[config.mk]
export PLATFORM = sky130hd
export DESIGN_NAME = instruction_prefetch_unit
export DESIGN_NICKNAME = d
export VERILOG_FILES = /design/src/rtl/instruction_prefetch_unit_pkg.sv /design/src/rtl/instruction_prefetch_unit_fifo.sv /design/src/rtl/instruction_prefetch_unit.sv
export SDC_FILE = /design/constraint.sdc
export NUM_CORES = 1
export LEC_CHECK = 0
export ABC_AREA = 1
export BUFFER_PORTS_ARGS = -buffer_cell sky130_fd_sc_hd__buf_2
export CORE_MARGIN = 2
export CORE_UTILIZATION = 45
export CTS_CLUSTER_DIAMETER = 100
export DETAILED_ROUTE_END_ITERATION = 10
export GPL_ROUTABILITY_DRIVEN = 0
export GPL_TIMING_DRIVEN = 0
export SLEW_MARGIN = 25
export SYNTH_ARGS = -nofsm -noshare
export SYNTH_HDL_FRONTEND = slang
export SYNTH_HIERARCHICAL = 1
export SYNTH_SLANG_ARGS = --single-unit
[constraint.sdc]
create_clock -name clk -period 9.5 [get_ports clk]
set_clock_uncertainty 0.2 [all_clocks]
set_input_delay 2.85 -clock clk [delete_from_list [all_inputs] [get_ports clk]]
set_output_delay 2.85 -clock clk [all_outputs]
set_load 0.02 [all_outputs]
[src/rtl/instruction_prefetch_unit_pkg.sv]
// Shared types and constants for the instruction prefetch unit.
// Latency: none (declarations only).
// Backpressure: not applicable.
//
// Contents: address/instruction widths, PC increment, fetch_entry_t,
// and a PC word-alignment helper.
package core_pkg;

   localparam int ADDR_WIDTH  = 32;
   localparam int INSTR_WIDTH = 32;

   localparam logic [ADDR_WIDTH-1:0] PC_STEP = ADDR_WIDTH'(4);

   // One instruction-queue entry: the fetched word and the address it came from.
   typedef struct packed {
      logic [ADDR_WIDTH-1:0]  pc;
      logic [INSTR_WIDTH-1:0] instr;
   } fetch_entry_t;

   // Redirect targets are forced onto a word boundary.
   function automatic logic [ADDR_WIDTH-1:0] align_pc(input logic [ADDR_WIDTH-1:0] a);
      return {a[ADDR_WIDTH-1:2], 2'b00};
   endfunction

endpackage

[src/rtl/instruction_prefetch_unit_fifo.sv]
// Generic synchronous FIFO with flush; storage is a register array.
// Latency: a push is visible at o_head the cycle after it is written.
// Backpressure: none internally; push while full (without pop) and pop while empty are ignored.
//
// Ports: clk, rst (sync, active-low), i_push/i_push_dat, i_pop, i_flush,
//        o_full, o_empty, o_count (occupancy), o_head (oldest entry).
module ifu_sync_fifo #(
   parameter int WIDTH = 32,
   parameter int DEPTH = 4
) (
   input  logic                       clk,
   input  logic                       rst,
   input  logic                       i_push,
   input  logic [WIDTH-1:0]           i_push_dat,
   input  logic                       i_pop,
   input  logic                       i_flush,
   output logic                       o_full,
   output logic                       o_empty,
   output logic [$clog2(DEPTH+1)-1:0] o_count,
   output logic [WIDTH-1:0]           o_head
);

   localparam int AW = (DEPTH > 1) ? $clog2(DEPTH) : 1;
   localparam int CW = $clog2(DEPTH + 1);
   localparam logic [AW-1:0] LAST_IDX = AW'(DEPTH - 1);

   logic [WIDTH-1:0] r_mem [DEPTH];
   // Index plus one wrap bit; equal index with differing wrap bits means full.
   logic [AW:0]      r_wr_ptr;
   logic [AW:0]      r_rd_ptr;
   logic             w_do_push;
   logic             w_do_pop;

   // Explicit wrap so non-power-of-two depths also work.
   function automatic logic [AW:0] ptr_inc(input logic [AW:0] p);
      if (p[AW-1:0] == LAST_IDX) begin
         return {~p[AW], {AW{1'b0}}};
      end
      return {p[AW], p[AW-1:0] + AW'(1)};
   endfunction

   assign o_empty   = (r_wr_ptr == r_rd_ptr);
   assign o_full    = (r_wr_ptr[AW-1:0] == r_rd_ptr[AW-1:0]) && (r_wr_ptr[AW] != r_rd_ptr[AW]);
   assign o_head    = r_mem[r_rd_ptr[AW-1:0]];
   assign w_do_pop  = i_pop && !o_empty;
   assign w_do_push = i_push && (!o_full || w_do_pop);

   always_comb begin
      o_count = '0;
      if (r_wr_ptr[AW] == r_rd_ptr[AW]) begin
         o_count = CW'(r_wr_ptr[AW-1:0]) - CW'(r_rd_ptr[AW-1:0]);
      end else begin
         o_count = CW'(DEPTH) - CW'(r_rd_ptr[AW-1:0]) + CW'(r_wr_ptr[AW-1:0]);
      end
   end

   always_ff @(posedge clk) begin
      if (!rst) begin
         r_wr_ptr <= '0;
         r_rd_ptr <= '0;
      end else if (i_flush) begin
         r_wr_ptr <= '0;
         r_rd_ptr <= '0;
      end else begin
         if (w_do_push) r_wr_ptr <= ptr_inc(r_wr_ptr);
         if (w_do_pop)  r_rd_ptr <= ptr_inc(r_rd_ptr);
      end
   end

   always_ff @(posedge clk) begin
      if (w_do_push && !i_flush) begin
         r_mem[r_wr_ptr[AW-1:0]] <= i_push_dat;
      end
   end

endmodule

[src/rtl/instruction_prefetch_unit.sv]
// Prefetching fetch unit: issues AR reads ahead, queues {pc, instr} for decode.
// Latency: RVALID in cycle N gives instr_valid in N+1 (N with IFU_BYPASS_EN and an empty queue).
// Backpressure: issue is credit-limited so the queue never overflows; RREADY is always high out of reset.
//
// Ports: clk, rst (sync, active-low); pc_write/pc_write_en and redirect_pc/redirect_valid
// restart fetch; ARADDR/ARVALID/ARREADY and RDATA/RVALID/RREADY form the memory port;
// instr_data/instr_pc/instr_valid/instr_ready feed decode; pc_value is the next fetch address.
// Optional macro IFU_BYPASS_EN: forward a response straight to decode when the queue is empty.
module instruction_prefetch_unit
   import core_pkg::*;
#(
   parameter int                    FIFO_DEPTH      = 4,
   parameter int                    MAX_OUTSTANDING = 2,
   parameter logic [ADDR_WIDTH-1:0] RESET_PC        = 32'h0000_0000
) (
   input  logic                   clk,
   input  logic                   rst,
   input  logic [ADDR_WIDTH-1:0]  pc_write,
   input  logic                   pc_write_en,
   input  logic [ADDR_WIDTH-1:0]  redirect_pc,
   input  logic                   redirect_valid,
   output logic [ADDR_WIDTH-1:0]  ARADDR,
   output logic                   ARVALID,
   input  logic                   ARREADY,
   input  logic [INSTR_WIDTH-1:0] RDATA,
   input  logic                   RVALID,
   output logic                   RREADY,
   output logic [INSTR_WIDTH-1:0] instr_data,
   output logic [ADDR_WIDTH-1:0]  instr_pc,
   output logic                   instr_valid,
   input  logic                   instr_ready,
   output logic [ADDR_WIDTH-1:0]  pc_value
);

   localparam int OW = $clog2(MAX_OUTSTANDING + 1);
   localparam int CW = $clog2(FIFO_DEPTH + 1);
   localparam int SW = CW + 1;
   localparam logic [OW-1:0] MAX_O   = OW'(MAX_OUTSTANDING);
   localparam logic [SW-1:0] DEPTH_S = SW'(FIFO_DEPTH);

   logic [ADDR_WIDTH-1:0] r_fetch_pc;
   logic [ADDR_WIDTH-1:0] r_araddr;
   logic                  r_arvalid;
   logic                  r_rready;
   logic [OW-1:0]         r_outstanding;
   logic [OW-1:0]         r_discard;
   // Set when a redirect overtakes a pending, not yet accepted request.
   logic                  r_stale_ar;

   logic                  w_ar_hs;
   logic                  w_r_hs;
   logic                  w_redir;
   logic [ADDR_WIDTH-1:0] w_target;
   logic                  w_keep;
   logic                  w_bypass;
   logic                  w_fifo_push;
   logic                  w_fifo_pop;
   logic                  w_fifo_empty;
   logic [CW-1:0]         w_fifo_count;
   logic [CW-1:0]         w_occ_nxt;
   logic [OW-1:0]         w_out_nxt;
   logic [ADDR_WIDTH-1:0] w_fetch_pc_nxt;
   logic                  w_issue;
   fetch_entry_t          w_push_entry;
   fetch_entry_t          w_head_entry;
   logic [ADDR_WIDTH-1:0] w_tag_head;
   logic                  w_unused_ifq_full;
   logic                  w_unused_tag_full;
   logic                  w_unused_tag_empty;
   logic [OW-1:0]         w_unused_tag_count;

   assign w_ar_hs  = r_arvalid && ARREADY;
   assign w_r_hs   = RVALID && r_rready;
   assign w_redir  = pc_write_en || redirect_valid;
   assign w_target = align_pc(pc_write_en ? pc_write : redirect_pc);

   // A response reaches decode only if it is not stale and no redirect is flushing this cycle.
   assign w_keep = w_r_hs && !w_redir && (r_discard == '0);

`ifdef IFU_BYPASS_EN
   assign w_bypass = w_keep && w_fifo_empty;
`else
   assign w_bypass = 1'b0;
`endif

   assign instr_valid = !w_fifo_empty || w_bypass;
   assign w_fifo_pop  = instr_valid && instr_ready && !w_fifo_empty;
   // A bypassed entry taken by decode in the same cycle never enters the queue.
   assign w_fifo_push = w_keep && !(w_bypass && instr_ready);

   always_comb begin
      w_push_entry       = '0;
      w_push_entry.pc    = w_tag_head;
      w_push_entry.instr = RDATA;
   end

   always_comb begin
      instr_data = '0;
      instr_pc   = '0;
      if (!w_fifo_empty) begin
         instr_data = w_head_entry.instr;
         instr_pc   = w_head_entry.pc;
      end else if (w_bypass) begin
         instr_data = RDATA;
         instr_pc   = w_tag_head;
      end
   end

   // A stale request accepted after a redirect carries the old address, so it must not advance fetch.
   assign w_fetch_pc_nxt = w_redir                    ? w_target :
                           (w_ar_hs && !r_stale_ar)   ? r_fetch_pc + PC_STEP :
                                                        r_fetch_pc;

   assign w_out_nxt = r_outstanding + OW'(w_ar_hs) - OW'(w_r_hs);
   assign w_occ_nxt = w_redir ? '0 : w_fifo_count + CW'(w_fifo_push) - CW'(w_fifo_pop);

   // Credits are judged on next-cycle state, which lets a new request follow an accepted one
   // back-to-back; a pending unaccepted request is never re-evaluated or withdrawn.
   assign w_issue = (!r_arvalid || w_ar_hs) &&
                    (w_out_nxt < MAX_O) &&
                    ((SW'(w_out_nxt) + SW'(w_occ_nxt)) < DEPTH_S);

   always_ff @(posedge clk) begin
      if (!rst) begin
         r_fetch_pc    <= RESET_PC;
         r_araddr      <= RESET_PC;
         r_arvalid     <= 1'b0;
         r_rready      <= 1'b0;
         r_outstanding <= '0;
         r_discard     <= '0;
         r_stale_ar    <= 1'b0;
      end else begin
         r_rready      <= 1'b1;
         r_fetch_pc    <= w_fetch_pc_nxt;
         r_outstanding <= w_out_nxt;

         if (w_redir) begin
            // Everything still in flight after this edge belongs to the old path.
            r_discard  <= w_out_nxt;
            r_stale_ar <= r_arvalid && !ARREADY;
         end else begin
            r_discard <= r_discard - OW'(w_r_hs && (r_discard != '0))
                                   + OW'(w_ar_hs && r_stale_ar);
            if (w_ar_hs) r_stale_ar <= 1'b0;
         end

         if (w_issue) begin
            r_arvalid <= 1'b1;
            r_araddr  <= w_fetch_pc_nxt;
         end else if (w_ar_hs) begin
            r_arvalid <= 1'b0;
         end
      end
   end

   assign ARADDR   = r_araddr;
   assign ARVALID  = r_arvalid;
   assign RREADY   = r_rready;
   assign pc_value = r_fetch_pc;

   ifu_sync_fifo #(
      .WIDTH ($bits(fetch_entry_t)),
      .DEPTH (FIFO_DEPTH)
   ) u_instr_q (
      .clk        (clk),
      .rst        (rst),
      .i_push     (w_fifo_push),
      .i_push_dat (w_push_entry),
      .i_pop      (w_fifo_pop),
      .i_flush    (w_redir),
      .o_full     (w_unused_ifq_full),
      .o_empty    (w_fifo_empty),
      .o_count    (w_fifo_count),
      .o_head     (w_head_entry)
   );

   // In-flight request addresses; responses return in order, so the head tags the current R beat.
   ifu_sync_fifo #(
      .WIDTH (ADDR_WIDTH),
      .DEPTH (MAX_OUTSTANDING)
   ) u_tag_q (
      .clk        (clk),
      .rst        (rst),
      .i_push     (w_ar_hs),
      .i_push_dat (r_araddr),
      .i_pop      (w_r_hs),
      .i_flush    (1'b0),
      .o_full     (w_unused_tag_full),
      .o_empty    (w_unused_tag_empty),
      .o_count    (w_unused_tag_count),
      .o_head     (w_tag_head)
   );

endmodule

After elaboration in Yosys (flattened, before gate mapping)
Memory sizes are Yosys's and may differ from the RTL's. A register that Yosys moved wholly into a read port is not among the register bits.
Index checks and enable logic that the tools add are counted.
{"block": "word_totals", "register_bits": 81, "mem_bits_rw": 320, "output_inout_bits": 131, "n_memories": 2}
{"block": "op_classes", "add_sub_neg": 15, "order_cmp": 2, "n_eq_ne": 9, "mux": 42, "bitwise": 5, "reduce_logical": 40}
{"memory": "u_instr_q.r_mem", "words": 4, "word_bits": 64, "read_ports": 1, "rd_ports_with_merged_regs": 1, "wr": 1, "line_no": "instruction_prefetch_unit_fifo.sv:27", "source": "logic [WIDTH-1:0] r_mem [DEPTH];"}
{"memory": "u_tag_q.r_mem", "words": 2, "word_bits": 32, "read_ports": 1, "rd_ports_with_merged_regs": 1, "wr": 1, "line_no": "instruction_prefetch_unit_fifo.sv:27"}
{"op": "2-to-1 mux 32 bit", "count": 5}
{"op": "adder 32 x 3 -> 32 bit, second input constant", "count": 1}
{"op": "2-to-1 mux 1 bit", "count": 26}
{"op": "logical AND 1 bit", "count": 19}
{"op": "2-to-1 mux 2 bit", "count": 7}
{"op": "2-to-1 mux 3 bit", "count": 4}
{"op": "logical NOT 1 bit", "count": 8}
{"op": "AND reduction 2 bit", "count": 4}
{"op": "nonzero test 2 bit", "count": 3}
{"op": "inverter 1 bit", "count": 5}
{"op": "adder 2 x 1 -> 2 bit", "count": 2}
{"op": "adder 2 x 1 -> 2 bit, second input constant", "count": 2}
{"op": "adder 2 x 3 -> 4 bit", "count": 1}
{"op": "== test 2 bit", "count": 2}
{"op": "== test 2 bit, second input constant", "count": 2}
{"op": "logical OR 1 bit", "count": 4}
{"op": "less-than comparator 4 x 3 -> 1 bit, second input constant", "count": 1}
{"op": "subtractor 2 x 1 -> 2 bit", "count": 2}
{"op": "adder 3 x 1 -> 3 bit", "count": 1}
{"op": "adder 3 x 2 -> 3 bit", "count": 1}
{"op": "== test 3 bit", "count": 1}
{"op": "subtractor 2 x 2 -> 3 bit", "count": 1}
{"op": "subtractor 3 x 1 -> 3 bit", "count": 1}
{"op": "subtractor 3 x 2 -> 3 bit, first input constant", "count": 1}
{"op": "6 further kinds", "count": 9}

Depth between registers and ports, before layout
Gate-level depths: netlist (run 1).
{"block": "logic_depth", "depth_word": 11, "mapped_depth": 26, "depth_no_buf": 23}

Cells and area by module
The synthesis (run 1) kept the hierarchy.
{"module": "ifu_sync_fifo (u_instr_q)", "n_inst": 1, "cells_per_inst": 693, "area_each_um2": 10023.4, "seq_area_each_um2": 7847.5}
{"module": "instruction_prefetch_unit", "n_inst": 1, "cells_per_inst": 762, "area_each_um2": 4555.6, "seq_area_each_um2": 1421.4}
{"module": "ifu_sync_fifo (u_tag_q)", "n_inst": 1, "cells_per_inst": 146, "area_each_um2": 2643.8, "seq_area_each_um2": 2021.9}

Worst setup path before layout (run 1)
Ideal clock, no wire load.
{"block": "synth_timing", "path_type": "input -> register", "start": "input port redirect_valid", "end": "memory u_instr_q/r_mem[0][0] (netlist name) (enable)", "setup_ns": 0.486, "arrival_time_ns": 6.929, "required_time_ns": 8.814, "setup_slack_ns": 1.885, "cell_stages": 7, "path_buffers": 1, "cell_sequence": "nor2_2 clkinv_1 clkbuf_1 nor4_1 nand2_2 or2_4 nor2_1"}
{"block": "synth_via", "elab_chain_cells": 8}
{"item": "start: declaration", "line_no": "instruction_prefetch_unit.sv:21", "source": "input logic redirect_valid,"}
{"item": "logical OR 1 bit", "line_no": "instruction_prefetch_unit.sv:74", "source": "assign w_redir = pc_write_en || redirect_valid;"}
{"item": "net w_redir", "line_no": "instruction_prefetch_unit.sv:52", "source": "logic w_redir;"}
{"item": "logical NOT 1 bit", "line_no": "instruction_prefetch_unit.sv:78", "source": "assign w_keep = w_r_hs && !w_redir && (r_discard == '0);"}
{"item": "logical AND 1 bit (2 in a row)", "line_no": "instruction_prefetch_unit.sv:78"}
{"item": "net w_fifo_push", "line_no": "instruction_prefetch_unit.sv:56", "source": "logic w_fifo_push;"}
{"item": "logical AND 1 bit", "line_no": "instruction_prefetch_unit_fifo.sv:46", "source": "assign w_do_push = i_push && (!o_full || w_do_pop);"}
{"item": "logical AND 1 bit", "line_no": "instruction_prefetch_unit_fifo.sv:71", "source": "if (w_do_push && !i_flush) begin"}
{"item": "2-to-1 mux 1 bit", "line_no": "instruction_prefetch_unit_fifo.sv:71"}
{"item": "2-to-1 mux 1 bit (implied by the code)", "line_no": "instruction_prefetch_unit_fifo.sv:72", "source": "r_mem[r_wr_ptr[AW-1:0]] <= i_push_dat;"}
{"item": "end: declaration", "line_no": "instruction_prefetch_unit_fifo.sv:27"}
The timed path passes the listed nets, and every way through them passes these cells.

Final worst setup path (run 1)
{"block": "layout_timing", "start": "input port pc_write_en", "end": "register r_araddr[16] (netlist: ARADDR[16])"}
{"block": "layout_via", "elab_chain_cells": 10}
{"item": "start: declaration", "line_no": "instruction_prefetch_unit.sv:19", "source": "input logic pc_write_en,"}
{"item": "logical OR 1 bit", "line_no": "instruction_prefetch_unit.sv:74"}
{"item": "net w_redir", "line_no": "instruction_prefetch_unit.sv:52"}
{"item": "logical NOT 1 bit", "line_no": "instruction_prefetch_unit.sv:78"}
{"item": "logical AND 1 bit (2 in a row)", "line_no": "instruction_prefetch_unit.sv:78"}
{"item": "net w_fifo_push", "line_no": "instruction_prefetch_unit.sv:56"}
{"item": "adder 3 x 1 -> 3 bit", "line_no": "instruction_prefetch_unit.sv:115", "source": "assign w_occ_nxt = w_redir ? '0 : w_fifo_count + CW'(w_fifo_push) - CW'(w_fifo_pop);"}
{"item": "subtractor 3 x 1 -> 3 bit", "line_no": "instruction_prefetch_unit.sv:115"}
{"item": "2-to-1 mux 3 bit", "line_no": "instruction_prefetch_unit.sv:115"}
{"item": "adder 2 x 3 -> 4 bit", "line_no": "instruction_prefetch_unit.sv:121", "source": "((SW'(w_out_nxt) + SW'(w_occ_nxt)) < DEPTH_S);"}
{"item": "less-than comparator 4 x 3 -> 1 bit", "line_no": "instruction_prefetch_unit.sv:121"}
{"item": "logical AND 1 bit", "line_no": "instruction_prefetch_unit.sv:120", "source": "(w_out_nxt < MAX_O) &&"}
{"item": "end signal: assignment", "line_no": "instruction_prefetch_unit.sv:149", "source": "r_araddr <= w_fetch_pc_nxt;"}
{"item": "end: declaration", "line_no": "instruction_prefetch_unit.sv:42", "source": "logic [ADDR_WIDTH-1:0] r_araddr;"}
The timed path passes the listed nets, and every way through them passes these cells.
A chain may end at the register's enable or synchronous reset.

==> qor.txt, run 1 <==
status: finished clean
GRT Resource Usage Total: 22.1%
CTS Buf Count: 42
Routed WL: 43400 µm
Sequential Area: 0.0113 mm²
Hold Path Class: reg -> reg
wl on met1: 18200 µm
Max-cap violations: 0
RSZ-0062 raised after global routing: false
Final nets: 2009
crit-path leading delay family: simple AND/OR/NAND/NOR gates
largest net degree at the start of global routing: 23
CTS Hold Buffers Added: 0
Setup crit start kind: primary input
CP Capture Type: flop
vias post-DR: 12285
CTS Buffer Depth: 3
VDD IR-drop max: 0.000131 V
number of remaining DRC errors: 0
met2 wire length: 21000 µm
Avg WL per Cell: 17.9 µm
multi-input logic area: 0.00484 mm²
DP Cell Count: 2354
Arr. time, crit path: 7070 ps
H-Tree Depth: 2
TritonCTS clock tree: done
layout cells sized above 1: 21.4%
Post-DP Area: 0.0194 mm²
clk_lat worst skew: 540 ps
Gate Count Post-Synth: 1594
Setup Crit Path Kind: in -> reg
Routed Antenna Nets: 0
CP peak stage delay: 730 ps
clock sinks: 404
Highest Signal Layer: met5
Max Fclk: 146 MHz
Cell Pwr Density: 194 mW/mm²
Slew HR: 45.5%
Initial DRT Pass Iterations: 5
die height: 199 µm
number of top-level pins: 234
Worst-path clk slew: 60 ps
Worst Setup Slack, final: 2660 ps
Post-CTS Setup Bufs: 0
LEAKAGE: 8.31 nW
pre-CTS setup slack: 2140 ps
vias in the first global route: 11992
Slew @ Worst Pin: 809 ps
CP cell instances: buf_2, nor2_2, clkinv_1, clkbuf_1, nor4_1, ha_1, fa_1, inv_1, nor2_1, ha_1, nand4_1, nand3b_1, nor2_2, nand2_2, inv_2, buf_2, nand3_1, nand2_1, inv_1
slowest stage cell, crit path: nor4_1
Layout area overhead: 20.1%
Root Buffer: clkbuf_16
number of buffers and inverters on the critical path: 7
synth warn: 6
grt total ovfl: 0
Final Non-Filler Cells: 2428
Critical Path Fanout Max: 12
Min Hold Slack: 268 ps
fillcell total: 3349
overall die width: 199 µm
Mapped Area: 0.0172 mm²
hpwl dp: 31400 µm
part of the cycle the worst path needs: 72.0%
met3 wire length: 3180 µm
syn avg cell area: 10.8 µm²
initial antenna violation count: 2
DIE AREA: 0.0398 mm²
WP data required: 9730 ps
final instance area: 0.0206 mm²
row cnt: 71
first-pass GRT wire length: 66500 µm
Resized cells post-CTS: 0
Initial Util: 45.6%
vias per cell: 5.06
Final Hold Fails: 0
Final Max Tran Viols: 0
PortBufs: 229
number of DRC markers in iteration 0: 745
total chip power: 4.00 mW
setup violators final: 0
core area: 0.0377 mm²
Final Critical Period: 6840 ps
## report_power, final
group | switching, mW | leakage (nW) | total (mW) | internal (mW)
sequential | 0.0711 | 3.59 | 2.07 | 2.00
combinational | 0.285 | 4.11 | 0.426 | 0.141
clock | 0.640 | 0.616 | 1.51 | 0.871
## flip-flops by register name (all words and copies together) (netlist names), named ones only
register	count
r_discard	2
u_instr_q/r_wr_ptr	3
r_stale_ar	1
u_tag_q/r_mem	64
ARVALID	1
u_instr_q/r_rd_ptr	3
u_instr_q/r_mem	256
RREADY	1
u_tag_q/r_rd_ptr	2
ARADDR	32
u_tag_q/r_wr_ptr	2
r_outstanding	2
pc_value	32
## worst paths after layout
| kind | from | endpoint | slack, ps | cells past startpoint |
|---|---|---|---|---|
| setup / recovery | pc_write_en | ARADDR[16] | 2660 | 19 |
| hold / removal | pc_value[1] | pc_value[1] | 270 | 2 |
| setup reg to reg | u_instr_q/r_wr_ptr[0] | ARADDR[16] | 3940 | 25 |
| hold reg to reg | pc_value[1] | pc_value[1] | 270 | 2 |
## cells in the final DEF, fill, tap and decap left out, types with 9 or more instances in the layout
cell	count
buf_2	244
nand4_1	16
o21ai_0	112
o22ai_1	64
a21oi_1	40
nand2_1	138
nor2_4	9
ha_1	17
inv_1	162
buf_6	18
dfxtp_1	84
edfxtp_1	320
nor2_1	337
o21ai_1	59
clkinv_1	9
mux2_2	30
clkbuf_1	43
nand3_1	60
clkbuf_16	44
## area by class of cell
cell class / count / share of cell area [%]
inverter: 168 / 3.07
timing repair buffer: 245 / 7.22
buffer: 78 / 2.31
clock inverter: 13 / 0.327
tap: 511 / 3.10
sequential: 404 / 54.7
multi-input combinational: 948 / 23.5
antenna: 2 / 0.0243
clock buffer: 59 / 5.77
## layer usage
layer | up-vias | global-route usage (%)
met1 | 5754 | 28.1
met3 | 70 | 4.17
met5 | - | 0
li1 | 6027 | -
met2 | 430 | 38.7
met4 | 4 | 5.95
## worst register-to-register path: cells and delay by family, from the launching register on
kind          cells  cell delay, ps
flops             1             400
fa+ha+maj         5            1570
buf+inv          10            1960
simple gates     10            1330
## stage by stage
stage | util [%] | setup TNS [ps]
detailed placement | 51.4 | 0
global route | 54.8 | 0
finish | 54.8 | 0
CTS | 54.8 | 0
global placement | 50.4 | -282710
floorplan | - | 0
Note: power is estimated with default switching activity, not from simulation.
==> run 2, diff against run 1 <==
--- a/config.mk
+++ b/config.mk
@@ -13,6 +13,7 @@
 export DETAILED_ROUTE_END_ITERATION = 10
 export GPL_ROUTABILITY_DRIVEN = 0
 export GPL_TIMING_DRIVEN = 0
+export PLACE_DENSITY = 0.67
 export SLEW_MARGIN = 25
 export SYNTH_ARGS = -nofsm -noshare
 export SYNTH_HDL_FRONTEND = slang
==> constraint.sdc (replaced) <==
create_clock -name clk -period 5.5 [get_ports clk]
set_clock_uncertainty 0.2 [all_clocks]
set_input_delay 1.65 -clock clk [delete_from_list [all_inputs] [get_ports clk]]
set_output_delay 1.65 -clock clk [all_outputs]
set_load 0.02 [all_outputs]
==> run 2 against run 1 <==
Worst hold slack improved by 6.4 ps; global-route usage about the same; utilization rose by 0.43 points; flip-flop and latch count stayed put; sequential power rose by 73%.
==> qor.txt, run 2 (same netlist as run 1, synthesis figures left out) <==
Final Non-Filler Cells: 2432 (was 2428)
Worst Setup Slack, final: 303 ps (was 2660 ps)
GRT Resource Usage Total: 22.1% (about the same)
most common cell after layout, fill and taps aside: nor2_1 (unchanged)
CTS Buf Count: 43 (was 42)
total chip power: 7.08 mW (was 4.00 mW)
Critical Path Fanout Max: 12 (unchanged)
row cnt: 71 (unchanged)
Max-cap violations: 0 (unchanged)
initial antenna violation count: 0 (was 2)
slowest stage cell, crit path: clkbuf_1 (was nor4_1)
vias per cell: 5.14 (was 5.06)
Fin Setup TNS: 0 ps (unchanged)
layout cells sized above 1: 21.8% (was 21.4%)
Final Max Tran Viols: 0 (unchanged)
Max Fclk: 192 MHz
Setup Crit Path Kind: in -> reg (unchanged)
grt total ovfl: 0 (unchanged)
number of remaining DRC errors: 0 (unchanged)
Avg WL per Cell: 17.9 µm (about the same)
pre-CTS setup slack: -623 ps (was 2140 ps)
RSZ-0062 raised after global routing: false (unchanged)
DP Cell Count: 2356 (was 2354)
Clk network pwr share: 39.1% (was 37.8%)
final instance area: 0.0208 mm² (was 0.0206 mm²)
Comb pwr share: 10.4% (was 10.6%)
Int Pwr: 5.33 mW (was 3.01 mW)
Worst-path clk slew: 60 ps (about the same)
clk_lat worst skew: 540 ps (about the same)
Reg power frac: 50.5% (was 51.6%)
most frequent cells in the layout: nor2_1, edfxtp_1, buf_2 (unchanged)
overall die width: 199 µm (unchanged)
switch share: 24.7% (was 24.9%)
Hold Path Class: reg -> reg (unchanged)
CTS Buffer Depth: 3 (unchanged)
Min Hold Slack: 275 ps (was 268 ps)
Root Buffer: clkbuf_16 (unchanged)
core area: 0.0377 mm² (unchanged)
Slew @ Worst Pin: 959 ps (was 809 ps)
number of top-level pins: 234 (unchanged)
Layout area overhead: 21.0% (was 20.1%)
largest net degree at the start of global routing: 23 (unchanged)
Routed WL: 43600 µm (was 43400 µm)
vias in the first global route: 12056 (was 11992)
PortBufs: 229 (unchanged)
CTS Hold Buffers Added: 0 (unchanged)
Arr. time, crit path: 5430 ps (was 7070 ps)
status: finished clean (unchanged)
setup violators final: 0 (unchanged)
hpwl dp: 31700 µm (was 31400 µm)
CP Capture Type: flop (unchanged)
clock sinks: 404 (unchanged)
H-Tree Depth: 2 (unchanged)
number of DRC markers in iteration 0: 752 (was 745)
max FFs per register: 256 (unchanged)
CP peak stage delay: 490 ps (was 730 ps)
vias post-DR: 12510 (was 12285)
WP data required: 5730 ps (was 9730 ps)
Sw Pwr: 1.74 mW (was 0.996 mW)
Post-DP Area: 0.0194 mm² (about the same)
die height: 199 µm (unchanged)
Routed Antenna Nets: 0 (unchanged)
part of the cycle the worst path needs: 94.5%
Final Hold Fails: 0 (unchanged)
Post-CTS Setup Bufs: 0 (unchanged)
TritonCTS clock tree: done (unchanged)
fin util: 55.2% (was 54.8%)
Final nets: 2011 (was 2009)
VDD IR-drop max: 0.000215 V (was 0.000131 V)
Cell Pwr Density: 340 mW/mm² (was 194 mW/mm²)
LEAKAGE: 8.38 nW (was 8.31 nW)
fillcell total: 3278 (was 3349)
Slew HR: 36.1% (was 45.5%)
DIE AREA: 0.0398 mm² (unchanged)
CP cell instances: buf_2, nor2_2, clkinv_1, clkbuf_1, nor4_4, ha_1, fa_1, inv_1, nor2_1, ha_1, nand4_1, nand3b_1, nor2_2, nand2_2, inv_2, buf_2, nand3_1, nand2_1, inv_1 (was buf_2, nor2_2, clkinv_1, clkbuf_1, nor4_1, ha_1, fa_1, inv_1, nor2_1, ha_1, nand4_1, nand3b_1, nor2_2, nand2_2, inv_2, buf_2, nand3_1, nand2_1, inv_1)
first-pass GRT wire length: 66700 µm (was 66500 µm)
Initial DRT Pass Iterations: 5 (unchanged)
Final Critical Period: 5200 ps
Setup crit start kind: primary input (unchanged)
Initial Util: 45.6% (unchanged)
-- run 2: final timing paths --
path              cells after the start     endpoint             startpoint  slack [ps]
setup / recovery                     19   ARADDR[16]            pc_write_en         300
hold / removal                        2  pc_value[1]            pc_value[1]         270
setup reg to reg                     24   ARADDR[16]  u_instr_q/r_wr_ptr[0]         410
hold reg to reg                       2  pc_value[1]            pc_value[1]         270
-- run 2: repair_timing --
item,CTS,global route
resized for setup,1,3
endpoints found under the hold margin,0,0
cloned,0,0
setup endpoints to repair,31,32
-- run 2: cell type report --
class                      instances  area [µm²]  area share, %
tap                              511         639           3.07
multi-input combinational        948        4860           23.4
timing repair buffer             247        1540           7.41
inverter                         168         633           3.04
clock buffer                      52        1160           5.59
buffer                            77         474           2.28
antenna                            1        2.50         0.0120
sequential                       404       11300           54.3
clock inverter                    24         194          0.933
-- run 2: power by group through the flow --
stage,logic (mW),clock network (mW),registers [mW]
floorplan,0.350,0,3.69
global placement,0.717,0,3.63
detailed placement,0.734,0,3.64
CTS,0.737,2.81,3.57
global route,0.813,2.94,3.59
finish,0.736,2.76,3.58
-- run 2: critical path: cells and delay by family --
family | cells | cell delay [ps]
adders and majority gates | 3 | 950
buffers and inverters | 7 | 1400
and+or+nand+nor | 9 | 1420
-- run 2: routing by layer --
metal  vias up  GRT usage, %  routed length, µm
met3        71          4.91               3600
li1       6036             -                  -
met4         0          6.61               1130
met5         -             0                  0
met1      5917          28.1              17800
met2       486          37.8              21000
==> run 3, diff against run 2 <==
--- a/config.mk
+++ b/config.mk
@@ -6,14 +6,14 @@
 export NUM_CORES = 1
 export LEC_CHECK = 0
 export ABC_AREA = 1
-export BUFFER_PORTS_ARGS = -buffer_cell sky130_fd_sc_hd__buf_2
-export CORE_MARGIN = 2
+export CORE_ASPECT_RATIO = 0.7
+export CORE_MARGIN = 4
 export CORE_UTILIZATION = 45
 export CTS_CLUSTER_DIAMETER = 100
 export DETAILED_ROUTE_END_ITERATION = 10
+export DONT_BUFFER_PORTS = 1
 export GPL_ROUTABILITY_DRIVEN = 0
 export GPL_TIMING_DRIVEN = 0
-export PLACE_DENSITY = 0.67
 export SLEW_MARGIN = 25
 export SYNTH_ARGS = -nofsm -noshare
 export SYNTH_HDL_FRONTEND = slang
==> run 3 against run 2 <==
Worst hold slack improved by 63 ps; wire length grew 1.1%; largest cell class unchanged; largest power group unchanged; utilization fell by 2.7 points; first-iteration DRC count rose by 19%; clock power rose by 6%; die area up 4.2%.
==> qor.txt, run 3 (same netlist as run 1, synthesis figures left out) <==
Clk network pwr share: 41.1% (was 39.1%)
number of top-level pins: 234 (unchanged)
most frequent cells in the layout: nor2_1, edfxtp_1, inv_1 (was nor2_1, edfxtp_1, buf_2)
vias post-DR: 11532 (was 12510)
setup violators final: 0 (unchanged)
PortBufs: 0 (was 229)
H-Tree Depth: 2 (unchanged)
Slew @ Worst Pin: 1060 ps (was 959 ps)
switch share: 24.4% (was 24.7%)
die height: 172 µm (was 199 µm)
met3 wire length: 3300 µm (was 3600 µm)
pre-CTS setup slack: -541 ps (was -623 ps)
CTS Buf Count: 41 (was 43)
Final Critical Period: 5300 ps (was 5200 ps)
Setup crit start kind: primary input (unchanged)
Fin Setup TNS: 0 ps (unchanged)
largest net degree at the start of global routing: 24 (was 23)
Routed Antenna Nets: 0 (unchanged)
status: finished clean (unchanged)
wl on met1: 20400 µm (was 17800 µm)
initial antenna violation count: 0 (unchanged)
number of DRC markers in iteration 0: 893 (was 752)
Hold Path Origin: u_tag_q/r_wr_ptr[0] (was pc_value[1])
CP startpoint: redirect_valid (was pc_write_en)
Final nets: 1778 (was 2011)
LEAKAGE: 7.32 nW (was 8.38 nW)
Post-CTS Setup Bufs: 0 (unchanged)
layout cells sized above 1: 11.5% (was 21.8%)
GRT Resource Usage Total: 20.8% (was 22.1%)
Hold Path Class: reg -> reg (unchanged)
Final Hold Fails: 0 (unchanged)
Routed WL: 44000 µm (was 43600 µm)
Initial Util: 45.9% (was 45.6%)
worst r2r src: u_instr_q/r_wr_ptr[0] (unchanged)
Slew HR: 29.6% (was 36.1%)
first-pass GRT wire length: 66200 µm (was 66700 µm)
CTS Buffer Depth: 3 (unchanged)
Worst-path clk slew: 60 ps (about the same)
Setup Crit Path Kind: in -> reg (unchanged)
part of the cycle the worst path needs: 96.3% (was 94.5%)
Reg power frac: 52.1% (was 50.5%)
Comb pwr share: 6.8% (was 10.4%)
Layout area overhead: 14.3% (was 21.0%)
number of remaining DRC errors: 0 (unchanged)
core area: 0.0374 mm² (was 0.0377 mm²)
most common cell after layout, fill and taps aside: nor2_1 (unchanged)
clock sinks: 404 (unchanged)
RSZ-0062 raised after global routing: false (unchanged)
Avg WL per Cell: 20.2 µm (was 17.9 µm)
TritonCTS clock tree: done (unchanged)
final instance area: 0.0196 mm² (was 0.0208 mm²)
DIE AREA: 0.0414 mm² (was 0.0398 mm²)
Final Max Tran Viols: 0 (unchanged)
Critical Path Fanout Max: 12 (unchanged)
CTS Hold Buffers Added: 0 (unchanged)
Initial DRT Pass Iterations: 5 (unchanged)
overall die width: 242 µm (was 199 µm)
met2 wire length: 19500 µm (was 21000 µm)
Sw Pwr: 1.73 mW (was 1.74 mW)
Root Buffer: clkbuf_16 (unchanged)
Highest Signal Layer: met4 (unchanged)
Post-DP Area: 0.0182 mm² (was 0.0194 mm²)
Max-cap violations: 0 (unchanged)
Int Pwr: 5.37 mW (was 5.33 mW)
Max Fclk: 189 MHz (was 192 MHz)
row cnt: 59 (was 71)
Worst Setup Slack, final: 203 ps (was 303 ps)
vias in the first global route: 11018 (was 12056)
CP Capture Type: flop (unchanged)
Cell Pwr Density: 362 mW/mm² (was 340 mW/mm²)
clk_lat worst skew: 550 ps (was 540 ps)
Arr. time, crit path: 5540 ps (was 5430 ps)
number of diodes: 0 (was 1)
VDD IR-drop max: 0.000195 V (was 0.000215 V)
vias per cell: 5.30 (was 5.14)
WP data required: 5750 ps (was 5730 ps)
hpwl dp: 31500 µm (was 31700 µm)
max FFs per register: 256 (unchanged)
grt total ovfl: 0 (unchanged)
## run 3: changes by cell type in the layout (fill, tap and decap cells not counted), moves of 2 or more
cell	previous run	this run
buf_2	244	15
clkinv_1	14	8
bufinv_16	3	6
buf_8	3	1
clkbuf_16	45	43
clkbuf_8	1	3
inv_6	1	3
## run 3: critical path, cell delays in order
cell and delay [ps]:
nor2_2 200, clkinv_1 320, clkbuf_1 540, nor4_2 520, ha_1 250, fa_1 410
inv_1 60, nor2_1 40, ha_1 310, nand4_1 90, nand3b_1 100, nor2_2 130
nand2_2 180, inv_2 140, buf_2 290, nand3_1 170, nand2_1 110, inv_1 40
## run 3: repair_timing
action	CTS	global route
pin swaps	0	0
endpoints found under the setup margin	32	33
resized for setup	0	5
## run 3: cell type report
cell class | instances | area, µm²
plain buffers | 77 | 474
clock buffers | 52 | 1140
clock inverters | 23 | 279
fillers | 3264 | 17800
inverters | 168 | 637
multi-input cells | 948 | 4850
flip-flops and latches | 404 | 11300
well taps | 488 | 611
repair buffers | 16 | 358
## run 3: power groups by stage
stage	sequential [mW]	clock [mW]	combinational [mW]
floorplan	3.69	0	0.350
global placement	3.77	0	0.462
detailed placement	3.77	0	0.478
CTS	3.71	2.97	0.482
global route	3.72	3.09	0.546
finish	3.70	2.92	0.485
## run 3: metrics by stage
step,cells,total power [mW],utilization (%),hold WS [ps]
floorplan,1598,4.04,-,285
global placement,2086,4.24,47.6,310
detailed placement,2102,4.25,48.7,327
CTS,2176,7.16,52.4,337
global route,2176,7.36,52.5,352
finish,2176,7.10,52.5,338
## run 3: path summary, 6_finish.rpt
kind                            slack, ps             endpoint  cells after the start
worst max-delay path                  200           ARADDR[31]                     18
worst min-delay path                  340  u_tag_q/r_wr_ptr[0]                      2
worst max register to register        350           ARADDR[31]                     24
worst min register to register        340  u_tag_q/r_wr_ptr[0]                      2
## run 3: per-layer routing
layer | vias to the layer above | global-route usage, %
met5 | - | 0
met2 | 345 | 31.7
met3 | 48 | 5.64
met1 | 5567 | 29.9
met4 | 0 | 4.94
li1 | 5572 | -
